`src/rtl/pcs_am_pkg.sv`:
```
// Shared definitions for the PCS alignment-marker inserter.
// Holds the per-lane marker table, the AM sync header and the FSM encoding.
// Pure definitions: no logic, no latency, no flow control.
package pcs_am_pkg;

  // Number of lanes covered by the marker table below.
  localparam int AM_TABLE_LANES = 20;

  // Sync header carried by every alignment marker.
  localparam logic [1:0] AM_SYNC_HDR = 2'b01;

  // Inserter FSM states: a group of markers, then a period of data blocks.
  typedef enum logic [0:0] {
    AM_INSERT = 1'b0,
    DATA      = 1'b1
  } am_state_e;

  // Per-lane marker bytes {M0, M1, M2}, with M0 in the top byte.
  localparam logic [23:0] AM_MARKERS [AM_TABLE_LANES] = '{
    24'hC16821, 24'h9D718E, 24'h594BE8, 24'h4D957B, 24'hF50709,
    24'hDD14C2, 24'h9A4A26, 24'h7B4566, 24'hA02476, 24'h68C9FB,
    24'hFD6C99, 24'hB99155, 24'h5CB9B2, 24'h1AF8BD, 24'h83C7CA,
    24'h3536CD, 24'hC4314C, 24'hADD6B7, 24'h5F662A, 24'hC0F0E5
  };

  // Marker payload: M0,M1,M2,BIP3,M4,M5,M6,BIP7 with the second half inverted.
  function automatic logic [63:0] am_payload(input logic [23:0] marker,
                                             input logic [7:0]  bip3);
    return {marker, bip3, ~marker, ~bip3};
  endfunction

endpackage

```
`src/rtl/am_inserter_if.sv`:
```
// Block stream into the AM inserter and lane-tagged block stream out of it.
// Carries no state; latency is defined by the module that uses it.
// Upstream presents i_valid/i_data and may only count a block as taken while o_ready is high.
interface am_inserter_if #(
  parameter int LEN_CODED_BLOCK = 66,
  parameter int NB_LANE_ID      = 5
);

  logic                       i_valid;
  logic [LEN_CODED_BLOCK-1:0] i_data;
  logic                       o_ready;
  logic                       o_valid;
  logic [LEN_CODED_BLOCK-1:0] o_data;
  logic [NB_LANE_ID-1:0]      o_lane_id;
  logic                       o_am_flag;

  // Upstream / driver side.
  modport master (
    output i_valid, i_data,
    input  o_ready, o_valid, o_data, o_lane_id, o_am_flag
  );

  // Inserter side.
  modport slave (
    input  i_valid, i_data,
    output o_ready, o_valid, o_data, o_lane_id, o_am_flag
  );

endinterface

```
`src/rtl/am_bip_calc.sv`:
```
// Bit-interleaved parity of one 66b block into the 8 BIP lanes.
// Latency: combinational.
// Backpressure: none, pure function of the input block.
module am_bip_calc (
  input  logic [65:0] blk_i,
  output logic [7:0]  bip_o
);

  // Transmission order: blk_i[64] then blk_i[65] (sync header), then octet k
  // of the payload (blk_i[63-8k -: 8]) LSB first. Payload bit j of every
  // octet lands in BIP bit j; the two header bits land in BIP bits 3 and 4.
  always_comb begin
    bip_o = '0;
    for (int k = 0; k < 8; k++) begin
      for (int j = 0; j < 8; j++) begin
        bip_o[j] = bip_o[j] ^ blk_i[56 - 8*k + j];
      end
    end
    bip_o[3] = bip_o[3] ^ blk_i[64];
    bip_o[4] = bip_o[4] ^ blk_i[65];
  end

endmodule

```
`src/rtl/am_inserter.sv`:
```
// Inserts a group of per-lane alignment markers every AM_PERIOD*N_LANES data blocks and tags lanes.
// Latency: one cycle from acceptance (or marker slot) to o_valid/o_data.
// Backpressure: o_ready is low for the whole marker group; i_valid is ignored then. Optional BIP: AM_INSERTER_BIP_EN.
module am_inserter
  import pcs_am_pkg::*;
#(
  parameter int LEN_CODED_BLOCK = 66,
  parameter int N_LANES         = 20,
  parameter int AM_PERIOD       = 16383,
  parameter int NB_LANE_ID      = 5
) (
  input  logic          i_clock,
  input  logic          i_reset,
  am_inserter_if.slave  bus
);

  // Blocks accepted between marker groups, counted across all lanes.
  localparam int BLK_TOTAL = AM_PERIOD * N_LANES;
  localparam int BLK_W     = (BLK_TOTAL > 1) ? $clog2(BLK_TOTAL) : 1;
  localparam logic [BLK_W-1:0]      BLK_LAST  = BLK_W'(BLK_TOTAL - 1);
  localparam logic [NB_LANE_ID-1:0] LANE_LAST = NB_LANE_ID'(N_LANES - 1);

  am_state_e                  state_q, state_d;
  logic [NB_LANE_ID-1:0]      am_idx_q, am_idx_d;
  logic [NB_LANE_ID-1:0]      lane_cnt_q, lane_cnt_d;
  logic [BLK_W-1:0]           blk_cnt_q, blk_cnt_d;

  logic                       o_valid_q, o_valid_d;
  logic [LEN_CODED_BLOCK-1:0] o_data_q, o_data_d;
  logic [NB_LANE_ID-1:0]      o_lane_id_q, o_lane_id_d;
  logic                       o_am_flag_q, o_am_flag_d;

  // The block leaving this cycle (marker or accepted data) and its lane.
  logic                       emit_vld;
  logic                       emit_am;
  logic [NB_LANE_ID-1:0]      emit_lane;
  logic [LEN_CODED_BLOCK-1:0] emit_dat;
  logic [7:0]                 bip3;

`ifdef AM_INSERTER_BIP_EN
  // One running parity per lane; seeded by the lane's marker as it goes out,
  // so the value placed in the next marker spans that marker plus the data after it.
  logic [7:0] bip_acc_q [N_LANES];
  logic [7:0] emit_bip;

  am_bip_calc u_bip_calc (
    .blk_i (emit_dat[65:0]),
    .bip_o (emit_bip)
  );

  // Fold each emitted block into its lane's parity; a marker restarts it.
  always_ff @(posedge i_clock) begin
    if (i_reset) begin
      for (int l = 0; l < N_LANES; l++) begin
        bip_acc_q[l] <= '0;
      end
    end else if (emit_vld) begin
      if (emit_am) begin
        bip_acc_q[emit_lane] <= emit_bip;
      end else begin
        bip_acc_q[emit_lane] <= bip_acc_q[emit_lane] ^ emit_bip;
      end
    end
  end

  assign bip3 = bip_acc_q[am_idx_q];
`else
  // Without parity tracking the marker carries BIP3=00 and BIP7=FF.
  assign bip3 = 8'h00;
`endif

  // Next-state, counter and emission decode for the marker/data FSM.
  always_comb begin
    state_d    = state_q;
    am_idx_d   = am_idx_q;
    lane_cnt_d = lane_cnt_q;
    blk_cnt_d  = blk_cnt_q;
    emit_vld   = 1'b0;
    emit_am    = 1'b0;
    emit_lane  = lane_cnt_q;
    emit_dat   = bus.i_data;

    unique case (state_q)
      AM_INSERT: begin
        // One marker per cycle regardless of upstream; markers bypass scrambling.
        emit_vld  = 1'b1;
        emit_am   = 1'b1;
        emit_lane = am_idx_q;
        emit_dat  = LEN_CODED_BLOCK'({AM_SYNC_HDR,
                                      am_payload(AM_MARKERS[am_idx_q], bip3)});
        if (am_idx_q == LANE_LAST) begin
          am_idx_d = '0;
          state_d  = DATA;
        end else begin
          am_idx_d = am_idx_q + 1'b1;
        end
      end

      DATA: begin
        if (bus.i_valid) begin
          emit_vld  = 1'b1;
          emit_lane = lane_cnt_q;
          emit_dat  = bus.i_data;
          if (blk_cnt_q == BLK_LAST) begin
            // Last block of the period: restart lanes and go insert markers.
            blk_cnt_d  = '0;
            lane_cnt_d = '0;
            state_d    = AM_INSERT;
          end else begin
            blk_cnt_d  = blk_cnt_q + 1'b1;
            lane_cnt_d = (lane_cnt_q == LANE_LAST) ? '0 : lane_cnt_q + 1'b1;
          end
        end
      end

      default: begin
        state_d = AM_INSERT;
      end
    endcase
  end

  // Output stage: valid follows emission every cycle, payload holds when idle.
  always_comb begin
    o_valid_d   = emit_vld;
    o_data_d    = o_data_q;
    o_lane_id_d = o_lane_id_q;
    o_am_flag_d = o_am_flag_q;
    if (emit_vld) begin
      o_data_d    = emit_dat;
      o_lane_id_d = emit_lane;
      o_am_flag_d = emit_am;
    end
  end

  // State, counters and output registers; reset restarts with the lane-0 marker.
  always_ff @(posedge i_clock) begin
    if (i_reset) begin
      state_q     <= AM_INSERT;
      am_idx_q    <= '0;
      lane_cnt_q  <= '0;
      blk_cnt_q   <= '0;
      o_valid_q   <= 1'b0;
      o_data_q    <= '0;
      o_lane_id_q <= '0;
      o_am_flag_q <= 1'b0;
    end else begin
      state_q     <= state_d;
      am_idx_q    <= am_idx_d;
      lane_cnt_q  <= lane_cnt_d;
      blk_cnt_q   <= blk_cnt_d;
      o_valid_q   <= o_valid_d;
      o_data_q    <= o_data_d;
      o_lane_id_q <= o_lane_id_d;
      o_am_flag_q <= o_am_flag_d;
    end
  end

  assign bus.o_ready   = (state_q == DATA);
  assign bus.o_valid   = o_valid_q;
  assign bus.o_data    = o_data_q;
  assign bus.o_lane_id = o_lane_id_q;
  assign bus.o_am_flag = o_am_flag_q;

endmodule

```
`src/flat_wrapper.sv`:
```
// flat-port wrapper written by rule: the top's interface ports become plain ports
module am_inserter_flat import pcs_am_pkg::*;
#(
  parameter int LEN_CODED_BLOCK = 66,
  parameter int N_LANES         = 20,
  parameter int AM_PERIOD       = 16383,
  parameter int NB_LANE_ID      = 5
)
  (i_clock, i_reset, bus_i_valid, bus_i_data, bus_o_ready, bus_o_valid, bus_o_data, bus_o_lane_id, bus_o_am_flag);
  am_inserter_if #(.LEN_CODED_BLOCK(LEN_CODED_BLOCK), .NB_LANE_ID(NB_LANE_ID)) bus_i ();
  input  logic i_clock;
  input  logic i_reset;
  input wire logic [$bits(bus_i.i_valid)-1:0] bus_i_valid;
  input wire logic [$bits(bus_i.i_data)-1:0] bus_i_data;
  output wire logic [$bits(bus_i.o_ready)-1:0] bus_o_ready;
  output wire logic [$bits(bus_i.o_valid)-1:0] bus_o_valid;
  output wire logic [$bits(bus_i.o_data)-1:0] bus_o_data;
  output wire logic [$bits(bus_i.o_lane_id)-1:0] bus_o_lane_id;
  output wire logic [$bits(bus_i.o_am_flag)-1:0] bus_o_am_flag;
  assign bus_i.i_valid = bus_i_valid;
  assign bus_i.i_data = bus_i_data;
  assign bus_o_ready = bus_i.o_ready;
  assign bus_o_valid = bus_i.o_valid;
  assign bus_o_data = bus_i.o_data;
  assign bus_o_lane_id = bus_i.o_lane_id;
  assign bus_o_am_flag = bus_i.o_am_flag;
  am_inserter #(.LEN_CODED_BLOCK(LEN_CODED_BLOCK), .N_LANES(N_LANES), .AM_PERIOD(AM_PERIOD), .NB_LANE_ID(NB_LANE_ID)) u_core (.i_clock(i_clock), .i_reset(i_reset), .bus(bus_i));
endmodule
```
`config.mk`:
```
export PLATFORM = sky130hd
export DESIGN_NAME = am_inserter_flat
export DESIGN_NICKNAME = d
export VERILOG_FILES = /design/src/rtl/pcs_am_pkg.sv /design/src/rtl/am_inserter_if.sv /design/src/rtl/am_bip_calc.sv /design/src/rtl/am_inserter.sv /design/src/flat_wrapper.sv
export SDC_FILE = /design/constraint.sdc
export NUM_CORES = 1
export LEC_CHECK = 0
export ABC_AREA = 1
export CORE_ASPECT_RATIO = 0.9
export CORE_MARGIN = 5
export CORE_UTILIZATION = 30
export CTS_CLUSTER_SIZE = 20
export DETAILED_ROUTE_END_ITERATION = 8
export DONT_BUFFER_PORTS = 1
export PLACE_DENSITY = 0.43
export SLEW_MARGIN = 0
export SYNTH_ARGS = -nofsm -noshare
export SYNTH_HDL_FRONTEND = slang
export SYNTH_SLANG_ARGS = --single-unit
export TNS_END_PERCENT = 20
```
`constraint.sdc`:
```
create_clock -name i_clock -period 2.6 [get_ports i_clock]
set_input_delay 0.65 -clock i_clock [delete_from_list [all_inputs] [get_ports i_clock]]
set_output_delay 0.65 -clock i_clock [all_outputs]
set_load 0.02 [all_outputs]
```
=== Word-level counts from Yosys, hierarchy flattened ===
Memories as Yosys holds them, arrays and structs flattened.
Cells that the tools add are included.

* Word-level logic and storage cells: 35
* Bits in latches: 0
* Memory bits (read-only): 768
* Bits in writable memories: 0
* Bits in registers: 103
* Output and inout bits: 74
* Memories: 1

{| class="wikitable"
|+ Memories
! name !! words !! bits a word !! read ports !! clocked after memory_dff !! write ports !! RTL line !! source
|-
| (no name shown) || 32 || 24 || 1 || 0 || 0 || am_inserter.sv:90 || <nowiki>am_payload(AM_MARKERS[am_idx_q], bip3)});</nowiki>
|}

* Shift-type cells: 0
* Mux-type cells: 15
* Div/mod/pow operators: 0
* Eq/ne operators: 3
* Bitwise operators: 3
* Magnitude comparators: 1
* Multipliers: 0
* Add/sub/neg operators: 3
* Reductions and logical operators: 1

{| class="wikitable"
|+ Operator list
! kind !! number
|-
| 66-bit one-hot mux with 2 select lines || 1
|-
| 24-bit 2-to-1 mux || 2
|-
| 24-bit NOT || 1
|-
| 19-bit by 1-bit adder with 19-bit output, second input constant || 1
|-
| 19-bit equality test, second input constant || 1
|-
| 19-bit 2-to-1 mux || 1
|-
| 5-bit 2-to-1 mux || 3
|-
| 5-bit by 1-bit adder with 5-bit output, second input constant || 2
|-
| 5-bit equality test, second input constant || 2
|-
| 5-bit one-hot mux with 2 select lines || 1
|-
| 6-bit >= comparator, second input constant || 1
|-
| 5-bit NOT with 6-bit output || 1
|-
| 1-bit 2-to-1 mux || 5
|-
| 1-bit one-hot mux with 2 select lines || 2
|-
| 2-bit AND reduction || 1
|-
| 1-bit NOT || 1
|}

=== Logic depth before layout (Yosys ltp) ===
Gate-level depths: netlist (run 1).

* Word-level depth: 6
* Gate-level depth with buffers: 10
* Gate-level depth less buffers: 10

=== Worst setup path after synthesis (run 1) ===
No wires, ideal clock.

* Kind: reg-to-reg
* Start point: reg u_core.am_idx_q[1]
* End point: reg u_core.o_data_q[43], in the netlist u_core.bus.o_data[43]
* Path slack: 865 ps
* Arrival time: 1,620 ps
* Library setup time: 115 ps
* Buffers on the path: 0
* Cell stages (with the launch flop): 11
* Cell sequence: dfxtp_1 > clkinv_1 > ha_1 > inv_1 > nand2_1 > nand3_1 > nand2_1 > nand2_1 > o21ai_0 > o21ai_0 > inv_1

* Word-level cells in the longest chain between the ends: 5

{| class="wikitable"
|+ RTL lines
! item !! RTL line !! source
|-
| from (decl) || am_inserter.sv:24 || <nowiki>logic [NB_LANE_ID-1:0] am_idx_q, am_idx_d;</nowiki>
|-
| from (signal assigned) || am_inserter.sv:148 || <nowiki>am_idx_q <= am_idx_d;</nowiki>
|-
| 5-bit NOT with 6-bit output (not written as such) || am_inserter.sv:90 ||
|-
| memory read 32 x 24 bit || n/a ||
|-
| 24-bit 2-to-1 mux (not written as such) (2 in a row) || am_inserter.sv:90 ||
|-
| 66-bit one-hot mux with 2 select lines || am_inserter.sv:83 || <nowiki>unique case (state_q)</nowiki>
|-
| to (signal assigned) || am_inserter.sv:152 || <nowiki>o_data_q <= o_data_d;</nowiki>
|-
| to (decl) || am_inserter.sv:29 || <nowiki>logic [LEN_CODED_BLOCK-1:0] o_data_q, o_data_d;</nowiki>
|}

Every way passes these cells. The select of a mux whose other input is x is not followed.
A chain may end at the register's enable or synchronous reset.

=== Final worst setup path (run 1) ===
* Start point: reg u_core.am_idx_q[0]
* End point: reg u_core.o_data_q[17], in the netlist u_core.bus.o_data[17]

* Word-level cells in the longest chain between the ends: 6

{| class="wikitable"
|+ RTL lines
! item !! RTL line !! source
|-
| 5-bit NOT with 6-bit output (not written as such) || am_inserter.sv:90 ||
|-
| memory read 32 x 24 bit || n/a ||
|-
| 24-bit 2-to-1 mux (not written as such) (2 in a row) || am_inserter.sv:90 ||
|-
| 24-bit NOT || pcs_am_pkg.sv:29 || <nowiki>return {marker, bip3, ~marker, ~bip3};</nowiki>
|-
| 66-bit one-hot mux with 2 select lines || am_inserter.sv:83 ||
|}

Every way passes these cells. The select of a mux whose other input is x is not followed.

==> results of run 1 <==
worst register-to-register path: stages, from the launching register on:
cell and delay, ns:
dfxtp_1 0.50, inv_1 0.25, ha_1 0.53, inv_1 0.13
a21oi_1 0.26, o21ai_0 0.26, o21ai_0 0.13, o21ai_0 0.10
cell usage in the layout (no fill, tap or decap), types with 3 or more instances in the layout:
master       n
dfxtp_1    103
clkbuf_16    9
o21bai_1     4
nand3b_1     3
nor3_1       6
inv_1       48
o21ai_0     56
nand3_1     66
nand4_1      7
ha_1        11
o221a_2      9
nor2_1      67
a31oi_1     11
a22o_1       4
xor2_1       8
buf_4       17
nand2_1    196
o211ai_1     6
a21oi_1     31
inv_2        3
xnor2_1      3
state kept, by name, indices dropped and copies added, names as in the netlist:
name and cells:
u_core.bus.o_ready 1, u_core.bus.o_am_flag 1, u_core.lane_cnt_q 5, u_core.am_idx_q 5, u_core.bus.o_lane_id 5, u_core.bus.o_valid 1
u_core.bus.o_data 66, u_core.blk_cnt_q 19
layer usage:
layer	vias to the layer above	routed length (um)	global-route usage
met2	208	7920	0.286
met3	23	1660	0.0615
li1	2306	-	-
met5	-	0	0
met1	2206	8030	0.242
met4	0	371	0.0554
cells by family after synthesis:
logic type	after synthesis	share of synthesized area
buffers and inverters	90	0.0787
XOR/XNOR	11	0.0194
AO/OA/AOI/OAI	132	0.162
flip-flops	103	0.415
adder cells (fa/ha/maj)	11	0.0277
AND/OR/NAND/NOR	355	0.298
Yosys cell counts, types with 3 or more instances:
cell,count,area [sq um]
a21oi_1,31,155
a22o_1,4,35.0
a31oi_1,11,68.8
buf_2,20,100
buf_4,7,52.6
clkbuf_1,9,33.8
dfxtp_1,103,2060
ha_1,11,138
inv_1,49,184
nand2_1,196,736
nand3_1,66,330
nand3b_1,3,22.5
nand4_1,7,43.8
nor2_1,67,251
nor2_2,3,18.8
nor3_1,6,30.0
o211ai_1,6,45.0
o21ai_0,56,280
o21bai_1,4,30.0
o221a_2,9,101
xnor2_1,3,26.3
xor2_1,8,70.1
power by group:
group	internal, W	leakage [nW]	switching [W]	total, W
Sequential	0.00167	0.847	0.000191	0.00186
Combinational	0.000109	1.22	0.000232	0.000341
Clock	0.000672	0.133	0.000599	0.00127
per-stage QoR:
| step | power [W] | hold slack (ns) | setup WS [ns] | cells | util |
|---|---|---|---|---|---|
| CTS | 0.00352 | 0.359 | 0.342 | 904 | 0.336 |
| detailed placement | 0.00224 | 0.480 | 0.364 | 889 | 0.320 |
| global placement | 0.00224 | 0.473 | 0.406 | 889 | 0.320 |
| floorplan | 0.00209 | 0.454 | 0.865 | 702 | - |
| finish | 0.00347 | 0.373 | 0.320 | 904 | 0.336 |
| global route | 0.00363 | 0.356 | 0.169 | 904 | 0.336 |
final cells by class:
cell class | instances | area (sq um) | area share
well taps | 207 | 259 | 0.0476
multi-input cells | 509 | 2520 | 0.464
flip-flops and latches | 103 | 2060 | 0.379
clock inverters | 3 | 18.8 | 0.00345
inverters | 53 | 201 | 0.0370
clock buffers | 12 | 246 | 0.0453
repair buffers | 17 | 128 | 0.0235
worst paths after layout:
path | start | cells after the start | end
worst min-delay path | i_reset | 1 | u_core.am_idx_q[2]$_SDFFE_PP0N_
worst max register to register | u_core.am_idx_q[0]$_SDFFE_PP0N_ | 7 | u_core.bus.o_data[17]$_SDFFE_PP0P_
worst min register to register | u_core.lane_cnt_q[0]$_SDFFE_PP0P_ | 2 | u_core.lane_cnt_q[0]$_SDFFE_PP0P_
worst max-delay path | u_core.am_idx_q[0]$_SDFFE_PP0N_ | 7 | u_core.bus.o_data[17]$_SDFFE_PP0P_
==> impl_metrics.env, run 1 <==
export IMPL_grt_max_degree=57
export IMPL_path_cells="inv_1, ha_1, inv_1, a21oi_1, o21ai_0, o21ai_0, o21ai_0"
export IMPL_cts_root_buf="clkbuf_16"
export IMPL_routedWlPerCell_um=19.9
export IMPL_clk_latency_ns=0.35
export IMPL_synth_cell_type_count=39
export IMPL_cts_hold_fix_buffers=0
export IMPL_core_area_sq_um=16200
export IMPL_rsz0062_at_grt="no"
export IMPL_grt_pass1_vias=4688
export IMPL_ys_ff_latch=103
export IMPL_cts_htree_levels=3
export IMPL_post_cts_buffers=0
export IMPL_nets=773
export IMPL_antenna_found_initial=0
export IMPL_ys_flop_type="dfxtp_1"
export IMPL_port_buffers=0
export IMPL_post_route_min_period_ns=2.28
export IMPL_power_leakage_nw=2.20
export IMPL_dr_first_iter_drc_count=384
export IMPL_syn_to_final_growth_pct=9.38
export IMPL_crit_top_cell="o21ai_0"
export IMPL_post_dp_cell_area_sq_um=5170
export IMPL_die_y_um=132
export IMPL_ys_seq_area_frac=0.415
export IMPL_max_slew_margin=0.576
export IMPL_cts_buffer_depth=2
export IMPL_cts_sinks=103
export IMPL_cts_buffers_inserted=9
export IMPL_fill_cells=1762
export IMPL_tightest_slew_ns=0.636
export IMPL_hpwlAfterDp_um=13700
export IMPL_grt_overflow_total=0
export IMPL_drtPass1Iterations=6
export IMPL_start_kind="flop"
export IMPL_final_area_sq_um=5440
export IMPL_cp_slowest_cell="ha_1"
export IMPL_cp_buffers_inverters=2
export IMPL_status="finished clean"
export IMPL_cp_end_kind="flop"
export IMPL_n_antenna_cell=0
export IMPL_clock_fmax_mhz=439
export IMPL_avgViaCountPerCell=5.25
export IMPL_hold_class="in2reg"
export IMPL_critPathMaxFanout=9
export IMPL_grt_pass1_wl_um=28000
export IMPL_required_ns=2.82
export IMPL_drt_total_wl_um=18000
export IMPL_powerDensity_nw_per_um2=638
export IMPL_ant_nets=0
export IMPL_skew_ns=0.00577
export IMPL_vias=4743
export IMPL_finalHoldViolCount=0
export IMPL_irDropWorstVdd_uv=430
export IMPL_syn_avg_cell_area_sq_um=7.08
export IMPL_async_flop_share=0
export IMPL_crit_type="reg2reg"
export IMPL_synthCells=702
export IMPL_yosys_warnings=0
export IMPL_drv_max_cap_violation_count=0
export IMPL_critPathMaxStageDelay_ns=0.53
export IMPL_finalSetupViolCount=0
export IMPL_die_w_um=146
export IMPL_synth_edf_count=0
export IMPL_postCtsResizedCells=0
export IMPL_dieArea_sq_um=19300
export IMPL_start_util=0.307
export IMPL_gr_usage_all_layers=0.184
export IMPL_slew_viol_final=0
export IMPL_cts_tree="built"
export IMPL_drc_errors=0
export IMPL_boundaryPins=143
export IMPL_arrival_ns=2.50
export IMPL_period_share=0.877
export IMPL_synth_nets=782
export IMPL_r2r_setup_slack_ns=0.32
export IMPL_drive_gt1_frac=0.0732
export IMPL_path_clk_slew_ns=0.07
export IMPL_synth_cell_area_sq_um=4970
export IMPL_final_setup_tns_ns=0
export IMPL_gp_congestion=0.951
export IMPL_critPathTopFamily="compound AO/OA/AOI/OAI gates"
export IMPL_num_rows=44
(Power assumes the default switching activity.)
==> run 2, diff against run 1 <==
CTS_CLUSTER_SIZE = default   (was 20)
GPL_TIMING_DRIVEN = 0   (was default)
==> run 2 against run 1 <==
Against the previous run: count of clock-buffer cells in the layout down 2; clock skew up 0.0093 ns; combinational power up 7.9%; critical path type unchanged; critical path depth unchanged; routed wire length up 8.7%; first-iteration DRC count down 4.2%; register-to-register slack worse by 0.03 ns; sequential share of layout area down 0.90 points; worst hold slack better by 0.064 ns.
==> impl_metrics.env, run 2 (synthesized netlist as in run 1, its figures left out) <==
export IMPL_clock_fmax_mhz=432
export IMPL_crit_type="reg2reg"
export IMPL_seq_power_share=0.503
export IMPL_multi_input_area_sq_um=2520
export IMPL_cts_buffers_inserted=9
export IMPL_core_area_sq_um=16200
export IMPL_most_common_layout_cells="nand2_1, dfxtp_1, nor2_1"
export IMPL_cp_slowest_cell="dfxtp_1"
export IMPL_p_clk_frac=0.397
export IMPL_topRoutingLayerUsed="met5"
export IMPL_arrival_ns=2.54
export IMPL_path_clk_slew_ns=0.07
export IMPL_slew_viol_final=0
export IMPL_place_inst=909
export IMPL_drv_max_cap_violation_count=0
export IMPL_cp_end_kind="flop"
export IMPL_gp_congestion=0.928
export IMPL_finalHoldViolCount=0
export IMPL_start_util=0.307
export IMPL_num_rows=44
export IMPL_hold_class="in2reg"
export IMPL_switching_share=0.288
export IMPL_irDropWorstVdd_uv=370
export IMPL_layout_commonest_cell="nand2_1"
export IMPL_cts_htree_levels=3
export IMPL_wl_met2_um=8510
export IMPL_skew_ns=0.0151
export IMPL_period_share=0.889
export IMPL_crit_top_cell="o21ai_0"
export IMPL_routedWlPerCell_um=21.1
export IMPL_required_ns=2.83
export IMPL_status="finished clean"
export IMPL_final_core_util=0.344
export IMPL_cts_hold_fix_buffers=0
export IMPL_grt_max_degree=17
export IMPL_avgViaCountPerCell=5.15
export IMPL_ff_latch_area_sq_um=2060
export IMPL_dr_first_iter_drc_count=368
export IMPL_post_route_min_period_ns=2.31
export IMPL_n_antenna_cell=0
export IMPL_antenna_found_initial=1
export IMPL_grt_overflow_total=0
export IMPL_power_frac_comb=0.100
export IMPL_fill_cells=1774
export IMPL_largest_reg_flops=66
export IMPL_nets=796
export IMPL_cts_tree="built"
export IMPL_max_slew_margin=0.481
export IMPL_die_w_um=146
export IMPL_gr_usage_all_layers=0.199
export IMPL_start_kind="flop"
export IMPL_finalSetupViolCount=0
export IMPL_cts_sinks=103
export IMPL_power_leakage_nw=2.28
export IMPL_syn_to_final_growth_pct=12.1
export IMPL_drtPass1Iterations=5
export IMPL_final_area_sq_um=5580
export IMPL_critPathMaxStageDelay_ns=0.52
export IMPL_cts_buffer_depth=2
export IMPL_boundaryPins=143
export IMPL_clk_latency_ns=0.36
export IMPL_ant_nets=0
export IMPL_grt_pass1_wl_um=29400
export IMPL_grt_pass1_vias=4663
export IMPL_r2r_setup_slack_ns=0.29
export IMPL_path_cells="clkinvlp_4, ha_2, inv_1, a21oi_1, o21ai_0, o21ai_0, o21ai_0"
export IMPL_hpwlAfterDp_um=15200
export IMPL_routed_wl_met3_um=1770
export IMPL_drt_total_wl_um=19500
export IMPL_layoutNonFillerInstCount=928
export IMPL_vias=4781
export IMPL_place_ws_ns=0.0119
export IMPL_cts_root_buf="clkbuf_16"
export IMPL_critPathMaxFanout=8
export IMPL_drc_errors=0
export IMPL_final_setup_tns_ns=0
export IMPL_drive_gt1_frac=0.0943
export IMPL_worst_slack_ns=0.287
export IMPL_die_y_um=132
export IMPL_dieArea_sq_um=19300
export IMPL_port_buffers=0
export IMPL_post_dp_cell_area_sq_um=5230
export IMPL_p_switching_w=0.00106
export IMPL_powerDensity_nw_per_um2=661
export IMPL_rsz0062_at_grt="no"
export IMPL_tightest_slew_ns=0.779
export IMPL_p_int_w=0.00263
export IMPL_drt_met1_wl_um=8800
==> run 2: area by class of cell <==
type,count,area share
multi-input combinational,509,0.452
sequential,103,0.370
tap,207,0.0465
clock buffer,10,0.0411
inverter,53,0.0368
buffer,37,0.0341
clock inverter,6,0.0150
timing repair buffer,3,0.00404
==> run 2: per-layer routing <==
| layer | vias to the layer above | track usage |
|---|---|---|
| met5 | - | 0 |
| met4 | 2 | 0.0617 |
| met3 | 27 | 0.0725 |
| met2 | 194 | 0.305 |
| met1 | 2213 | 0.263 |
| li1 | 2345 | - |
==> run 2: stage by stage <==
step	power (W)	hold slack, ns
3_5_place_dp	0.00225	0.480
3_3_place_gp	0.00225	0.473
5_1_grt	0.00386	0.422
6_report	0.00369	0.437
2_1_floorplan	0.00209	0.454
4_1_cts	0.00373	0.419
==> run 2: critical path, delay by kind of cell, from the launching register on <==
kind	cells	cell delay, ns
AOI/OAI and AO/OA	4	0.78
adders and majority gates	1	0.50
buffers and inverters	2	0.38
DFF	1	0.52
==> run 2: power groups by stage <==
stage	clock network, W	registers (W)	logic [W]
5_1_grt	0.00157	0.00187	0.000417
3_5_place_dp	0	0.00189	0.000357
2_1_floorplan	0	0.00186	0.000233
3_3_place_gp	0	0.00189	0.000360
4_1_cts	0.00152	0.00186	0.000359
6_report	0.00146	0.00186	0.000368
==> run 2: final timing paths <==
kind | to | cells after the start | start
worst min-delay path | u_core.bus.o_data[39]$_SDFFE_PP0P_ | 2 | bus_i_data[39]
worst max-delay path | u_core.bus.o_data[17]$_SDFFE_PP0P_ | 7 | u_core.am_idx_q[1]$_SDFFE_PP0N_
worst min register to register | u_core.lane_cnt_q[0]$_SDFFE_PP0P_ | 2 | u_core.lane_cnt_q[0]$_SDFFE_PP0P_
worst max register to register | u_core.bus.o_data[17]$_SDFFE_PP0P_ | 7 | u_core.am_idx_q[1]$_SDFFE_PP0N_
==> run 2: what timing repair did <==
item | in CTS | in global routing
setup endpoints to repair | 1 | 5
gates resized for setup | 1 | 3
buffers inserted | 0 | 3
==> variant: new RTL, config.mk and constraints of run 1 <==
Build with the macro `AM_INSERTER_BIP_EN` defined.
--- a/src/rtl/am_inserter.sv
+++ b/src/rtl/am_inserter.sv
@@ -3,2 +3,4 @@
 // Backpressure: o_ready is low for the whole marker group; i_valid is ignored then. Optional BIP: AM_INSERTER_BIP_EN.
+`define AM_INSERTER_BIP_EN
+
 module am_inserter
Behaviour: same outputs for any inputs over 10 cycles, from zero or initial values and one cycle with i_reset high; that may be too few to reach the edited logic, so the function may still have changed.
==> variant against run 1 <==
- count of clock-buffer cells in the layout is 43 higher
- first-iteration DRC count grew to 6.0 times the old value
- area after synthesis grew to 4.3 times the old value
- power grew to 5.8 times the old value
- the flow now finishes with violations (negative setup slack)
- cell area grew to 5.2 times the old value
- via count grew to 4.5 times the old value
- sequential cell count is 261 higher
- routed wire length grew to 5.4 times the old value
- sequential power grew to 3.8 times the old value
- setup slack worse by 0.67 ns
- worst hold slack worse by 0.24 ns
==> variant: results <==
{
  "status": "complete, but fails checks",
  "violations": "negative setup slack",
  "design.final.nets": 3308,
  "final.signal_inverter_count": 271,
  "synthTopCellsByCount": "sky130_fd_sc_hd__nand2_1 (967), sky130_fd_sc_hd__nand3_1 (314), sky130_fd_sc_hd__nor2_1 (311)",
  "synth-edff-count": 256,
  "routed_met3_length_mm": 8.66,
  "largest_register_ff_count": 256,
  "detail_route.vias_per_cell": 5.09,
  "total_wire_length_mm": 97.8,
  "worst_path_max_stage_delay_ns": 0.44,
  "critical_path.reg2reg.endpoint": "u_core.bip_acc_q[6][4]",
  "cell_leakage_power_nw": 12.7,
  "final.clkbuf_count": 55,
  "count_of_final_setup_violators": 257,
  "preCtsSetupSlack_ns": -0.655,
  "setup_ws_ns": -0.353,
  "multiInputGateArea_mm2": 0.00997,
  "initialDrtViolationCount": 2309,
  "grt_antenna_before_repair": 4,
  "synth.net_count": 2965,
  "grt_util_all_layers_pct": 24.2,
  "synthCells": 2885,
  "wire_length_on_met1_mm": 44.2,
  "synth_cell_type_count": 48,
  "final-seq-area_mm2": 0.00986,
  "worst_hold_path.endpoint": "u_core.bus.o_data[55]",
  "detailed_place_hpwl_mm": 69.0,
  "maximum_number_of_pins_on_one_net_before_global_route_repair": 96,
  "cts.path.max_buffers": 3
}
-- variant: changes by cell type in the layout (fill, tap and decap cells not counted), moves of 36 or more --
cell,before,now
sky130_fd_sc_hd__nand2_1,196,902
sky130_fd_sc_hd__buf_12,0,73
sky130_fd_sc_hd__edfxtp_1,0,256
sky130_fd_sc_hd__nor2_1,67,299
sky130_fd_sc_hd__o21ai_0,56,143
sky130_fd_sc_hd__inv_1,48,243
sky130_fd_sc_hd__clkbuf_16,9,53
sky130_fd_sc_hd__a21oi_1,31,133
sky130_fd_sc_hd__o21ai_1,0,36
sky130_fd_sc_hd__buf_4,17,353
sky130_fd_sc_hd__nand3_1,66,282
sky130_fd_sc_hd__nand2_2,2,62
-- variant: logic make-up (layout without fill, tap and decap cells) --
kind of cell / Yosys count / count (layout)
buffers and inverters: 432 / 810
DFF: 364 / 364
xor gates and xnor gates: 17 / 17
other: 0 / 6
and+or+nand+nor: 1681 / 1682
adders and majority gates: 11 / 11
AOI/OAI and AO/OA: 380 / 380
